**config.mk**
```make
export PLATFORM = sky130hd
export DESIGN_NAME = controle_substantivo
export DESIGN_NICKNAME = d
export VERILOG_FILES = /design/src/rtl/controle_substantivo.sv
export SDC_FILE = /design/constraint.sdc
export NUM_CORES = 1
export LEC_CHECK = 0
export BUFFER_PORTS_ARGS = -buffer_cell sky130_fd_sc_hd__buf_2
export CAP_MARGIN = 15
export CORE_ASPECT_RATIO = 0.5
export CORE_MARGIN = 4
export CORE_UTILIZATION = 55
export CTS_BUF_LIST = sky130_fd_sc_hd__clkbuf_8
export DETAILED_ROUTE_END_ITERATION = 16
export PLACE_DENSITY = 0.91
export SLEW_MARGIN = 30
export SYNTH_ARGS = -nofsm -noshare
export SYNTH_HDL_FRONTEND = slang
export SYNTH_SLANG_ARGS = --single-unit
```
**constraint.sdc**
```tcl
create_clock -name clock -period 3.7 [get_ports clock]
set_input_delay 0.925 -clock clock [delete_from_list [all_inputs] [get_ports clock]]
set_output_delay 0.925 -clock clock [all_outputs]
set_load 0.02 [all_outputs]
```
**src/rtl/controle_substantivo.sv**
```systemverilog
// controle_substantivo: arbiter/sequencer sharing one noun classifier between keypads A and B
// Ports: clock/reset (sync, active-high); req_a/req_b + nota_a/nota_b requests, ack_a/ack_b grant pulses;
//        novo reopens a closed session; cls_ok/cls_nota drive the classifier, cls_tipo/cls_fim return its result;
//        fim session closed, tipo last result, dono last winner (0=A,1=B), estado FSM state, cont_* saturating tallies.
// Config macro PRIORIDADE_FIXA_EN: A always wins a tie (default: round-robin against dono).
module controle_substantivo #(
    parameter int CLS_LAT = 1,
    parameter int CW      = 8
) (
    input  logic          clock,
    input  logic          reset,
    input  logic          req_a,
    input  logic          req_b,
    input  logic [4:0]    nota_a,
    input  logic [4:0]    nota_b,
    output logic          ack_a,
    output logic          ack_b,
    input  logic          novo,
    output logic          cls_ok,
    output logic [4:0]    cls_nota,
    input  logic [1:0]    cls_tipo,
    input  logic          cls_fim,
    output logic          fim,
    output logic [1:0]    tipo,
    output logic          dono,
    output logic [2:0]    estado,
    output logic [CW-1:0] cont_concreto,
    output logic [CW-1:0] cont_abstrato,
    output logic [CW-1:0] cont_nomep
);
    typedef enum logic [2:0] {OCIOSO = 3'd0, ENVIA = 3'd1, ESPERA = 3'd2, REGISTRA = 3'd3, FIM = 3'd4} estado_t;
    localparam logic [CW-1:0] MAXC    = '1;
    // ESPERA lasts CLS_LAT-1 cycles: leave when the wait counter reaches CLS_LAT-2
    localparam logic [15:0]   ESP_FIM = 16'(CLS_LAT - 2);
    estado_t       st_q, st_d;
    logic [4:0]    nota_q, nota_d;
    logic          win_q, win_d, dono_q, dono_d, tie_b, pick_b;
    logic [1:0]    tipo_q, tipo_d;
    logic [CW-1:0] cc_q, cc_d, ca_q, ca_d, cn_q, cn_d;
    logic [15:0]   esp_q, esp_d;
    function automatic logic [CW-1:0] sat_inc(input logic [CW-1:0] c);
        return (c == MAXC) ? c : c + CW'(1);
    endfunction
`ifdef PRIORIDADE_FIXA_EN
    assign tie_b = 1'b0;
`else
    assign tie_b = ~dono_q;
`endif
    assign pick_b = req_b & (~req_a | tie_b);
    always_comb begin
        st_d   = st_q;
        nota_d = nota_q;
        win_d  = win_q;
        dono_d = dono_q;
        tipo_d = tipo_q;
        cc_d   = cc_q;
        ca_d   = ca_q;
        cn_d   = cn_q;
        esp_d  = esp_q;
        case (st_q)
            OCIOSO: if (req_a | req_b) begin
                win_d  = pick_b;
                nota_d = pick_b ? nota_b : nota_a;
                st_d   = ENVIA;
            end
            ENVIA: begin
                dono_d = win_q;
                esp_d  = '0;
                st_d   = (CLS_LAT > 1) ? ESPERA : REGISTRA;
            end
            ESPERA: begin
                esp_d = esp_q + 16'd1;
                st_d  = (esp_q == ESP_FIM) ? REGISTRA : ESPERA;
            end
            REGISTRA: begin
                tipo_d = cls_tipo;
                st_d   = cls_fim ? FIM : OCIOSO;
                cc_d   = (!cls_fim && cls_tipo == 2'b01) ? sat_inc(cc_q) : cc_q;
                ca_d   = (!cls_fim && cls_tipo == 2'b10) ? sat_inc(ca_q) : ca_q;
                cn_d   = (!cls_fim && cls_tipo == 2'b11) ? sat_inc(cn_q) : cn_q;
            end
            FIM: if (novo) begin
                st_d   = OCIOSO;
                tipo_d = '0;
                cc_d   = '0;
                ca_d   = '0;
                cn_d   = '0;
            end
            default: st_d = OCIOSO;
        endcase
    end
    always_ff @(posedge clock) begin
        if (reset) begin
            st_q   <= OCIOSO;
            nota_q <= '0;
            win_q  <= 1'b0;
            dono_q <= 1'b1;
            tipo_q <= '0;
            cc_q   <= '0;
            ca_q   <= '0;
            cn_q   <= '0;
            esp_q  <= '0;
        end else begin
            st_q   <= st_d;
            nota_q <= nota_d;
            win_q  <= win_d;
            dono_q <= dono_d;
            tipo_q <= tipo_d;
            cc_q   <= cc_d;
            ca_q   <= ca_d;
            cn_q   <= cn_d;
            esp_q  <= esp_d;
        end
    end
    assign cls_ok        = (st_q == ENVIA);
    assign ack_a         = cls_ok & ~win_q;
    assign ack_b         = cls_ok & win_q;
    assign cls_nota      = cls_ok ? nota_q : 5'd0;
    assign fim           = (st_q == FIM);
    assign tipo          = tipo_q;
    assign dono          = dono_q;
    assign estado        = st_q;
    assign cont_concreto = cc_q;
    assign cont_abstrato = ca_q;
    assign cont_nomep    = cn_q;
endmodule

```
==> results.md, run 1 <==
* Outcome: complete, no violations
* Per-cell routed wire length at around 15 microns
* Headroom to the max-slew limit at between 50% and 60%
* Total CTS buffers at 5
* Final setup violation count at 0
* I/O pins at 57
* DRT Pass-1 Iters at 4
* Reg power frac at 50.8%
* Dpl ws at approximately 1.1 ns
* Simple-gate share of the synthesized area at a little under a third
* Most common cell after layout, fill and taps aside: buf_2
* Syn Area/Cell at around 8.2 sq um
* Synthesized flop and latch total at 52
* Net Sw Power at 346 uW
* Die Width at about 110 microns
* Crit path DAT at around 2.0 ns
* Hold Buf Count CTS at 0
* Drt drc at 0
* Clk slew on worst S/H paths at ~0.090 ns
* RSZ-0062 raised after global routing: false
* Layout cell share with drive strength beyond 1 at 19.9%
* Filler cells at 374
* Xor and xnor area share after synthesis at 0.325%
* Critical path's largest stage delay at between 0.6 and 0.7 ns
* Internal power at 855 uW
* Mapped Nets at between 300 and 400
* Maximum VDD drop at between 0.15 and 0.2 mV
* Final nets at 397
* Die H at roughly 57 microns
* Crit Reg-Reg Startpoint: estado[1]$_SDFFE_PP0P_
* Die Area at 6140 sq um
* Main combinational cell family by area after synthesis: simple AND/OR/NAND/NOR gates
* WHS Endpoint: esp_q[12]$_SDFFE_PP0P_
* Post-CTS Setup Inserts at 0
* Vias at between 2000 and 3000
* Vias in the first global route at 2487
* Synth Warn # at 0
* Initial core utilization at between 50% and 60%
* Final Skew at approximately 0.0088 ns
* Total congestion overflow at 0
* Mux cell area share after synthesis at roughly 3.0%
* Worst Path Required at 2.77 ns
* H-tree lvl count at 2
* Crit-path slowest cell: or3b_2
* Clock Latency Late Sink at between 0.3 and 0.4 ns
* Final worst path period share at about four fifths
* Critical path start-end classification: flop to output port
* Post-synthesis cell type count at 55
* Min-Delay Path Class: flop to flop
* Max Fclk at about 340 MHz
* Fin util at a little under 70%
* Max-cap viol count at 0
* Final Instance Count excl. Fillers at between 400 and 500
* DRT iter0 DRCs at ~100
* First-pass GRT wire length at approximately 11 mm
* CTS tree: yes
* Clock buffer depth at 2
* Top_reg_cell synth: dfxtp_1
* HP Start: esp_q[12]$_SDFFE_PP0P_
* CTS Root Buffer Type: clkbuf_8
* Antenna violations before repair at 0
* Ant. Diodes at 0
* Synth Area in Adders at roughly 1.9%
* Compound-Gate Fraction of Synth Area at around 20%
* Worst path cell trace: or3b_2 > clkinv_1 > and2_1 > buf_2
* Port buffer count at 56
* Combinational group share of total power at between 15 and 20%
* Area grow syn2layout at 14.6%
* Gate Count Post-Synth at 330
* Clock period minus final worst setup slack at 2.92 ns
* Fin. Hold Viols at 0
* Gpl congestion at just under 0.9
* Core region area at ~4600 sq um
* Fraction of registers with async set/reset at 0%
* Post-synth EDFFs at 0
* R2R depth at 8
* Hold path cells at 2
* Dpl cells at roughly 430
* Leakage at roughly 1.2 nW
* Largest net degree at the start of global routing at 57
* Fin. max-slew vios at 0
* Most frequent cells in the layout: 55 x buf_2, 52 x dfxtp_1, 36 x a21oi_1
* Maximum fanout along the worst path at 12
* Final WS setup at roughly 0.8 ns
* Reg2reg setup slack at around 1.5 ns
* Sequential-to-total area share from yosys stat at slightly below 40%
* Clock Power Share at around a third
* Post-Route Setup TNS at 0 ns
* Crit end category: output port
* Synthesized area at between 2000 and 3000 sq um
* Cell Rows at 17
* Reg2reg end: cont_concreto[2]$_SDFFE_PP0P_
* Post-DRT Antenna Nets at 0
* Final wirelength at around 6.7 mm
* CTS Sinks at 52
* Worst setup SP type: flop
* Measured slew at the worst slew-check pin at between 0.7 and 0.8 ns
* # resized after CTS at 0
* Drt via density at between 5 and 6
* Pwr dens at ~400 nW/um^2
* Sw Ratio at 28.8%
* Tot GR Track Use at 22.3%
* Post-DP HPWL at about 4.8 mm
[worst max-delay path, delay by kind of cell, from the launching register on]
| kind | cells | cell delay, ns |
|---|---|---|
| buffers and inverters | 2 | 0.36 |
| and+or+nand+nor | 2 | 0.79 |
| DFF | 1 | 0.54 |
[sequential cells by signal, indices dropped and copies added (netlist names)]
| name | flops |
|---|---|
| estado | 3 |
| nota_q | 5 |
| tipo | 2 |
| cont_concreto | 8 |
| win_q | 1 |
| esp_q | 16 |
| cont_abstrato | 8 |
| cont_nomep | 8 |
| dono | 1 |
[routing by layer]
metal	track usage [%]	wire length (microns)	part of all wire (%)
met1	26.4	2810	42
met2	40.4	3370	51
met3	4.52	358	5.4
met4	8.74	125	1.9
met5	0	0	0
[cell type report]
cell class | instances | area (sq um) | area share (%)
clock buffer | 5 | 68.8 | 2.23
timing repair buffer | 58 | 298 | 9.66
tap | 66 | 82.6 | 2.68
clock inverter | 3 | 38.8 | 1.26
inverter | 5 | 18.8 | 0.609
multi-input combinational | 253 | 1540 | 49.8
sequential | 52 | 1040 | 33.8
[logic make-up (layout without fill, tap and decap cells)]
kind of cell,after synthesis,in the layout
flip-flops,52,52
XOR/XNOR,1,1
buffers and inverters,25,71
adder cells (fa/ha/maj),4,4
multiplexers,8,8
AND/OR/NAND/NOR,154,154
AO/OA/AOI/OAI,86,86
[power by group through the flow]
stage,Combinational (mW),Sequential (mW),Clock (mW)
3_5_place_dp,0.206,0.623,0
4_1_cts,0.207,0.610,0.392
5_1_grt,0.228,0.615,0.413
3_3_place_gp,0.199,0.620,0
2_1_floorplan,0.154,0.621,0
6_report,0.208,0.611,0.383
[synthesized netlist by cell type, types with 7 or more instances]
| cell type | n | area [sq um] |
|---|---|---|
| a21oi_1 | 36 | 180 |
| and2_1 | 9 | 56.3 |
| and3_1 | 8 | 50.1 |
| buf_2 | 8 | 40.0 |
| clkbuf_1 | 10 | 37.5 |
| dfxtp_1 | 52 | 1040 |
| mux2i_1 | 7 | 70.1 |
| nand2_1 | 23 | 86.3 |
| nand3_1 | 21 | 105 |
| nand4_1 | 11 | 68.8 |
| nor2_1 | 34 | 128 |
| nor3_1 | 8 | 40.0 |
| o21ai_0 | 14 | 70.1 |
[how the worst max path moves through the flow]
stage / from / end / slack [ns]
after detailed placement: estado[0]$_SDFFE_PP0P_ / ack_b / 1.13
after floorplan: estado[0]$_SDFFE_PP0P_ / ack_b / 1.10
after CTS: estado[0]$_SDFFE_PP0P_ / ack_b / 0.78
after global placement: estado[0]$_SDFFE_PP0P_ / ack_b / 1.20
final: estado[0]$_SDFFE_PP0P_ / ack_b / 0.78
after global routing: estado[0]$_SDFFE_PP0P_ / ack_b / 0.66
[metrics by stage]
| stage | cell area, sq um | hold WS (ns) | power (mW) |
|---|---|---|---|
| after floorplan | 2690 | 0.452 | 0.775 |
| after global placement | 2970 | 0.467 | 0.819 |
| after detailed placement | 2970 | 0.479 | 0.829 |
| after CTS | 3080 | 0.493 | 1.21 |
| after global routing | 3080 | 0.520 | 1.26 |
| final | 3080 | 0.490 | 1.20 |
(Power assumes the default switching activity.)
==> run 2, diff against run 1 <==
--- a/config.mk
+++ b/config.mk
@@ -9,10 +9,10 @@
 export CAP_MARGIN = 15
 export CORE_ASPECT_RATIO = 0.5
 export CORE_MARGIN = 4
-export CORE_UTILIZATION = 55
+export CORE_UTILIZATION = 51
 export CTS_BUF_LIST = sky130_fd_sc_hd__clkbuf_8
 export DETAILED_ROUTE_END_ITERATION = 16
-export PLACE_DENSITY = 0.91
+export PLACE_DENSITY = 0.89
 export SLEW_MARGIN = 30
 export SYNTH_ARGS = -nofsm -noshare
 export SYNTH_HDL_FRONTEND = slang
==> constraint.sdc (replaced) <==
create_clock -name clock -period 2.3 [get_ports clock]
set_input_delay 0.575 -clock clock [delete_from_list [all_inputs] [get_ports clock]]
set_output_delay 0.575 -clock clock [all_outputs]
set_load 0.02 [all_outputs]
==> run 2 against run 1 <==
Effect of this change: setup slack worse by 0.67 ns; largest power group unchanged; critical path type unchanged; global-route usage fell by 2.0 points; clock power up 42%; via count grew 3.2%; flip-flop and latch count unchanged; largest cell class unchanged; first-iteration DRC count up 130%.
==> results.md, run 2 (synthesis gave the netlist of run 1 again) <==
* Outcome: complete, no violations
* Filler cells at 432 (+16%)
* Most common cell after layout, fill and taps aside: buf_2
* Hold Buf Count CTS at 0 (unchanged)
* Crit end category: output port
* Max Fclk at around 460 MHz
* Fin. max-slew vios at 0 (unchanged)
* Maximum VDD drop at 0.282 mV (+44%)
* Total congestion overflow at 0 (unchanged)
* Final nets at 404 (+1.8%)
* Leakage at 1.23 nW (+2.3%)
* Headroom to the max-slew limit at 52.1% (-0.31 points)
* Largest net degree at the start of global routing at 57 (unchanged)
* Critical path start-end classification: flop to output port
* HP Start: esp_q[15]$_SDFFE_PP0P_
* CTS Root Buffer Type: clkbuf_8
* Vias in the first global route at 2545 (+2.3%)
* Crit path DAT at 1.62 ns (-0.38 ns)
* CTS Sinks at 52 (unchanged)
* Gpl congestion at 0.836 (-5.9%)
* Initial core utilization at 53.6% (-5.5 points)
* Largest register FFs at 16 (unchanged)
* Measured slew at the worst slew-check pin at 0.718 ns (+0.00456 ns)
* Max-cap viol count at 0 (unchanged)
* Core region area at 5020 sq um (+10%)
* Dpl ws at 0.160 ns (-0.975 ns)
* Layout cell share with drive strength beyond 1 at 22.5% (+2.5 points)
* Combined area of the multi-input logic cells at 1540 sq um (+0.16%)
* I/O pins at 57 (unchanged)
* Clock period minus final worst setup slack at 2.19 ns
* Post-DRT Antenna Nets at 0 (unchanged)
* Drt via density at 6.04 (+0.74%)
* Final Skew at 0.00921 ns (+0.000441 ns)
* Final Instance Count excl. Fillers at 453 (+2.5%)
* Post-DP HPWL at 4.85 mm (+2.0%)
* Final setup violation count at 0 (unchanged)
* Hold path cells at 2 (unchanged)
* Final WS setup at 0.105 ns (-0.672 ns)
* Antenna violations before repair at 0 (unchanged)
* Ant. Diodes at 0 (unchanged)
* Area grow syn2layout at 17.0%
* DRT Pass-1 Iters at 5 (+1)
* Die H at 59.4 microns (+3.3%)
* Clk slew on worst S/H paths at 0.10 ns (about the same)
* Tot GR Track Use at 20.3% (-2.0 points)
* CTS tree: yes
* Reg2reg setup slack at 0.31 ns (-1.16 ns)
* Worst setup SP type: flop
* Clock buffer depth at 2 (unchanged)
* DRT iter0 DRCs at 226 (+130%)
* Drt drc at 0 (unchanged)
* Cell Rows at 18 (+1)
* Reg2reg end: cont_abstrato[3]$_SDFFE_PP0P_
* WHS Endpoint: estado[0]$_SDFFE_PP0P_
* Reg with most FFs: esp_q
* Register area at 1040 sq um (+0.24%)
* Per-cell routed wire length at 15.6 microns (+3.2%)
* Final worst path period share at between 90 and 100%
* Port buffer count at 56 (unchanged)
* Die Area at 6570 sq um (+7.0%)
* Dpl cells at 441 (+1.6%)
* Maximum fanout along the worst path at 13 (+1)
* First-pass GRT wire length at 11.2 mm (-1.0%)
* Pwr dens at 607 nW/um^2 (+56%)
* Final wirelength at 7.05 mm (+5.8%)
* Vias at 2737 (+3.2%)
* Fin util at 62.7% (-5.0 points)
* Clock Latency Late Sink at 0.31 ns (about the same)
* R2R depth at 6 (-2)
* Most frequent cells in the layout: 56 x buf_2, 50 x dfxtp_1, 36 x a21oi_1
* Min-Delay Path Class: flop to flop
* Post-Route Setup TNS at 0 ns (unchanged)
* Worst Path Required at 1.73 ns (-1.04 ns)
* H-tree lvl count at 2 (unchanged)
* Total CTS buffers at 5 (unchanged)
* Crit Reg-Reg Startpoint: estado[0]$_SDFFE_PP0P_
* Crit. Startpoint: estado[1]$_SDFFE_PP0P_
* RSZ-0062 raised after global routing: false
* Die Width at 111 microns (+3.6%)
* Final Power at 1.91 mW (+59%)
* Fin. Hold Viols at 0 (unchanged)
## run 2: worst max path at each step
stage                                         end  slack [ns]
detailed placement  cont_abstrato[2]$_SDFFE_PP0P_        0.16
global route                          cls_nota[4]        0.05
global placement    cont_abstrato[3]$_SDFFE_PP0P_        0.26
floorplan                                   ack_b        0.05
CTS                                         ack_b        0.02
finish                                cls_nota[4]        0.11
## run 2: through the flow
stage,cell area (sq um),hold slack [ns]
6_report,3150,0.498
5_1_grt,3150,0.523
3_3_place_gp,3000,0.462
3_5_place_dp,3000,0.485
4_1_cts,3100,0.500
2_1_floorplan,2690,0.452
## run 2: layer usage
layer	part of all wire (%)	up-vias	wire length [microns]	track usage [%]
met2	52	88	3650	37.2
met5	0	-	0	0
met3	4.3	16	300	4.28
li1	-	1330	-	-
met1	42	1303	2990	23.9
met4	1.5	0	108	8.25
## run 2: where the power goes
part / switching [mW] / total, mW / internal, mW
logic: 0.244 / 0.390 / 0.146
registers: 0.0375 / 0.977 / 0.940
clock network: 0.303 / 0.545 / 0.241
## run 2: layout make-up
cell class | count | share of cell area (%)
Sequential cell | 52 | 33.1
Timing Repair Buffer | 64 | 11.4
Tap cell | 70 | 2.78
Clock buffer | 6 | 2.62
Multi-Input combinational cell | 253 | 48.8
Clock inverter | 2 | 0.318
Timing Repair inverter | 1 | 0.159
Inverter | 5 | 0.715
## run 2: what timing repair did
| item | CTS | global route |
|---|---|---|
| gates cloned | 0 | 1 |
| setup endpoints to repair | 6 | 6 |
| pin swaps | 0 | 0 |
| gates resized for setup | 2 | 2 |
| setup buffers | 0 | 2 |
## run 2: critical path, cell delays in order (launching register included)
cell and delay, ns:
dfxtp_2 0.40, or3b_4 0.45, clkinvlp_2 0.17, and2_1 0.14, buf_2 0.15
==> run 3, diff against run 2 <==
--- a/config.mk
+++ b/config.mk
@@ -12,7 +12,7 @@
 export CORE_UTILIZATION = 51
 export CTS_BUF_LIST = sky130_fd_sc_hd__clkbuf_8
 export DETAILED_ROUTE_END_ITERATION = 16
-export PLACE_DENSITY = 0.89
+export PLACE_DENSITY = 0.79
 export SLEW_MARGIN = 30
 export SYNTH_ARGS = -nofsm -noshare
 export SYNTH_HDL_FRONTEND = slang
==> run 3 against run 2 <==
Effect of this change: first-iteration DRC count down 31%; global-route usage shrank 0.60 points; clock power up 21%; flip-flop and latch count is the same; hold slack worse by 0.021 ns; die area stayed put; via count fell by 2.3%; largest cell class unchanged.
==> results.md, run 3 (synthesis gave the netlist of run 1 again) <==
* Layout cell share with drive strength beyond 1 at 23.1% (+0.66 points)
* Per-cell routed wire length at 14.4 microns (-7.4%)
* Reg power frac at 48.7% (-2.4 points)
* Max-cap viol count at 0 (unchanged)
* Die Width at 111 microns (unchanged)
* Die H at 59.4 microns (unchanged)
* Largest net degree at the start of global routing at 46 (-19%)
* Final Instance Count excl. Fillers at 455 (+0.44%)
* Worst path cell trace: or3b_4 > clkinvlp_4 > and2_1 > buf_2
* Internal power at 1.45 mW (+8.9%)
* Net Sw Power at 570 uW (-2.4%)
* CTS tree: yes
* Cell Rows at 18 (unchanged)
* Drt drc at 0 (unchanged)
* Tot GR Track Use at 19.7% (-0.60 points)
* Final nets at 406 (+0.50%)
* Fin. Hold Viols at 0 (unchanged)
* Crit path buffers/inverters at 2 (unchanged)
* Reg2reg setup slack at 0.37 ns (+0.06 ns)
* Maximum VDD drop at 0.376 mV (+33%)
* CTS Root Buffer Type: clkbuf_8
* Leakage at 1.25 nW (+1.1%)
* Min-Delay Path Class: flop to flop
* Vias in the first global route at 2451 (-3.7%)
* Critical path start-end classification: flop to output port
* Core region area at 5020 sq um (unchanged)
* CTS Sinks at 52 (unchanged)
* Combinational group share of total power at 18.6% (-1.8 points)
* First-pass GRT wire length at 10.8 mm (-3.7%)
* Worst setup SP type: flop
* RSZ-0062 raised after global routing: false
* Drt via density at 5.88 (-2.7%)
* Worst Path Required at 1.73 ns (about the same)
* Final wirelength at 6.55 mm (-7.0%)
* Post-DRT Antenna Nets at 0 (unchanged)
* Largest register FFs at 16 (unchanged)
* R2R depth at 6 (unchanged)
* Die Area at 6570 sq um (unchanged)
* Max Fclk at 465 MHz (+2.2%)
* Fin. max-slew vios at 0 (unchanged)
* Final worst path period share at 93.4% (-2.0 points)
* Outcome: complete, no violations
* Clock buffer depth at 2 (unchanged)
* HP Start: tipo[1]$_SDFFE_PP0P_
* Headroom to the max-slew limit at 45.5% (-6.6 points)
* Ant. Diodes at 0 (unchanged)
* Antenna violations before repair at 0 (unchanged)
* Measured slew at the worst slew-check pin at 0.818 ns (+0.100 ns)
* Reg with most FFs: esp_q
* H-tree lvl count at 2 (unchanged)
* Total congestion overflow at 0 (unchanged)
* Filler cells at 433 (+0.23%)
* Gpl congestion at 0.869 (+4.0%)
* I/O pins at 57 (unchanged)
* Most frequent cells in the layout: 56 x buf_2, 49 x dfxtp_1, 36 x a21oi_1
* Crit path DAT at 1.57 ns (-0.05 ns)
* Most common cell after layout, fill and taps aside: buf_2
* DRT iter0 DRCs at 155 (-31%)
* Clock Power Share at 32.7% (+4.2 points)
* Crit-path slowest cell: or3b_4
* Pwr dens at 634 nW/um^2 (+4.4%)
* Clock period minus final worst setup slack at 2.15 ns (-0.0463 ns)
* Initial core utilization at 53.6% (unchanged)
* Reg2reg end: cont_abstrato[2]$_SDFFE_PP0P_
* Cell family with most CP delay: simple AND/OR/NAND/NOR gates
* Final setup violation count at 0 (unchanged)
* Hold path cells at 2 (unchanged)
* WHS Endpoint: tipo[1]$_SDFFE_PP0P_
* Crit end category: output port
* Vias at 2675 (-2.3%)
* DRT Pass-1 Iters at 4 (-1)
* Final Skew at 0.00638 ns (-0.00283 ns)
* Maximum fanout along the worst path at 13 (unchanged)
* Post-DP HPWL at 4.54 mm (-6.5%)
* Clk slew on worst S/H paths at 0.10 ns (about the same)
* Sw Ratio at 28.3% (-2.3 points)
* Post-Route Setup TNS at 0 ns (unchanged)
* Area grow syn2layout at 18.1%
* Dpl cells at 442 (+0.23%)
* Clock Latency Late Sink at 0.30 ns (about the same)
* Crit Reg-Reg Startpoint: estado[0]$_SDFFE_PP0P_
* Critical path's largest stage delay at 0.44 ns (about the same)
* Port buffer count at 56 (unchanged)
* Final Power at 2.02 mW (+5.4%)
* Total CTS buffers at 5 (unchanged)
* Hold Buf Count CTS at 0 (unchanged)
[run 3: changes by cell type in the layout (fill, tap and decap cells not counted), sizes merged]
| cell | previous run | this run |
|---|---|---|
| buf | 64 | 66 |
| bufinv | 0 | 1 |
| clkinv | 2 | 1 |
[run 3: timing repair]
| action | CTS | global route |
|---|---|---|
| gates cloned | 0 | 1 |
| setup buffers | 0 | 4 |
| setup endpoints to repair | 7 | 6 |
| resized for setup | 4 | 3 |
[run 3: metal layers]
layer	part of all wire, %	GRT usage (%)	vias up
li1	-	-	1333
met1	45	23.6	1269
met5	0	0	-
met3	4.0	3.87	9
met2	50	36.7	64
met4	0.98	5.96	0
[run 3: worst max-delay path by stage]
stage | start | to | slack (ns) | depth (start not counted)
2_1_floorplan | estado[0]$_SDFFE_PP0P_ | ack_b | 0.05 | 5
3_3_place_gp | cls_tipo[0] | cont_abstrato[3]$_SDFFE_PP0P_ | 0.26 | 6
3_5_place_dp | cls_tipo[0] | cont_abstrato[2]$_SDFFE_PP0P_ | 0.17 | 6
4_1_cts | estado[0]$_SDFFE_PP0P_ | ack_b | 0.02 | 4
5_1_grt | estado[1]$_SDFFE_PP0P_ | fim | 0.07 | 4
6_report | estado[1]$_SDFFE_PP0P_ | ack_b | 0.15 | 4
[run 3: worst register-to-register path, cell delays in order, from the launching register on]
cell,delay (ns)
dfxtp_4,0.38
buf_4,0.14
and3b_1,0.21
a22oi_2,0.26
o21ai_2,0.21
or4b_1,0.50
a21oi_1,0.16
[run 3: cell type report]
| cell class | instances | area, sq um | area share (%) |
|---|---|---|---|
| Clock inverter | 2 | 38.8 | 1.22 |
| Multi-Input combinational cell | 253 | 1540 | 48.4 |
| Timing Repair Buffer | 66 | 355 | 11.2 |
| Tap cell | 70 | 87.6 | 2.75 |
| Sequential cell | 52 | 1050 | 33.0 |
| Inverter | 5 | 22.5 | 0.708 |
| Clock buffer | 6 | 82.6 | 2.60 |
| Timing Repair inverter | 1 | 5.00 | 0.157 |
[run 3: stage by stage]
| stage | instance area [sq um] | setup slack (ns) | utilization, % | hold slack (ns) |
|---|---|---|---|---|
| 2_1_floorplan | 2690 | 0.0507 | - | 0.452 |
| 3_3_place_gp | 3010 | 0.263 | 59.9 | 0.462 |
| 3_5_place_dp | 3010 | 0.166 | 59.9 | 0.461 |
| 4_1_cts | 3140 | 0.0174 | 62.4 | 0.476 |
| 5_1_grt | 3180 | 0.0664 | 63.3 | 0.514 |
| 6_report | 3180 | 0.151 | 63.3 | 0.477 |
[run 3: power by group through the flow]
stage	sequential, mW	clock (mW)	combinational [mW]
final	0.981	0.659	0.376
after global routing	0.990	0.707	0.414
after CTS	0.983	0.670	0.344
after detailed placement	1.00	0	0.341
after global placement	0.997	0	0.331
after floorplan	1.00	0	0.247
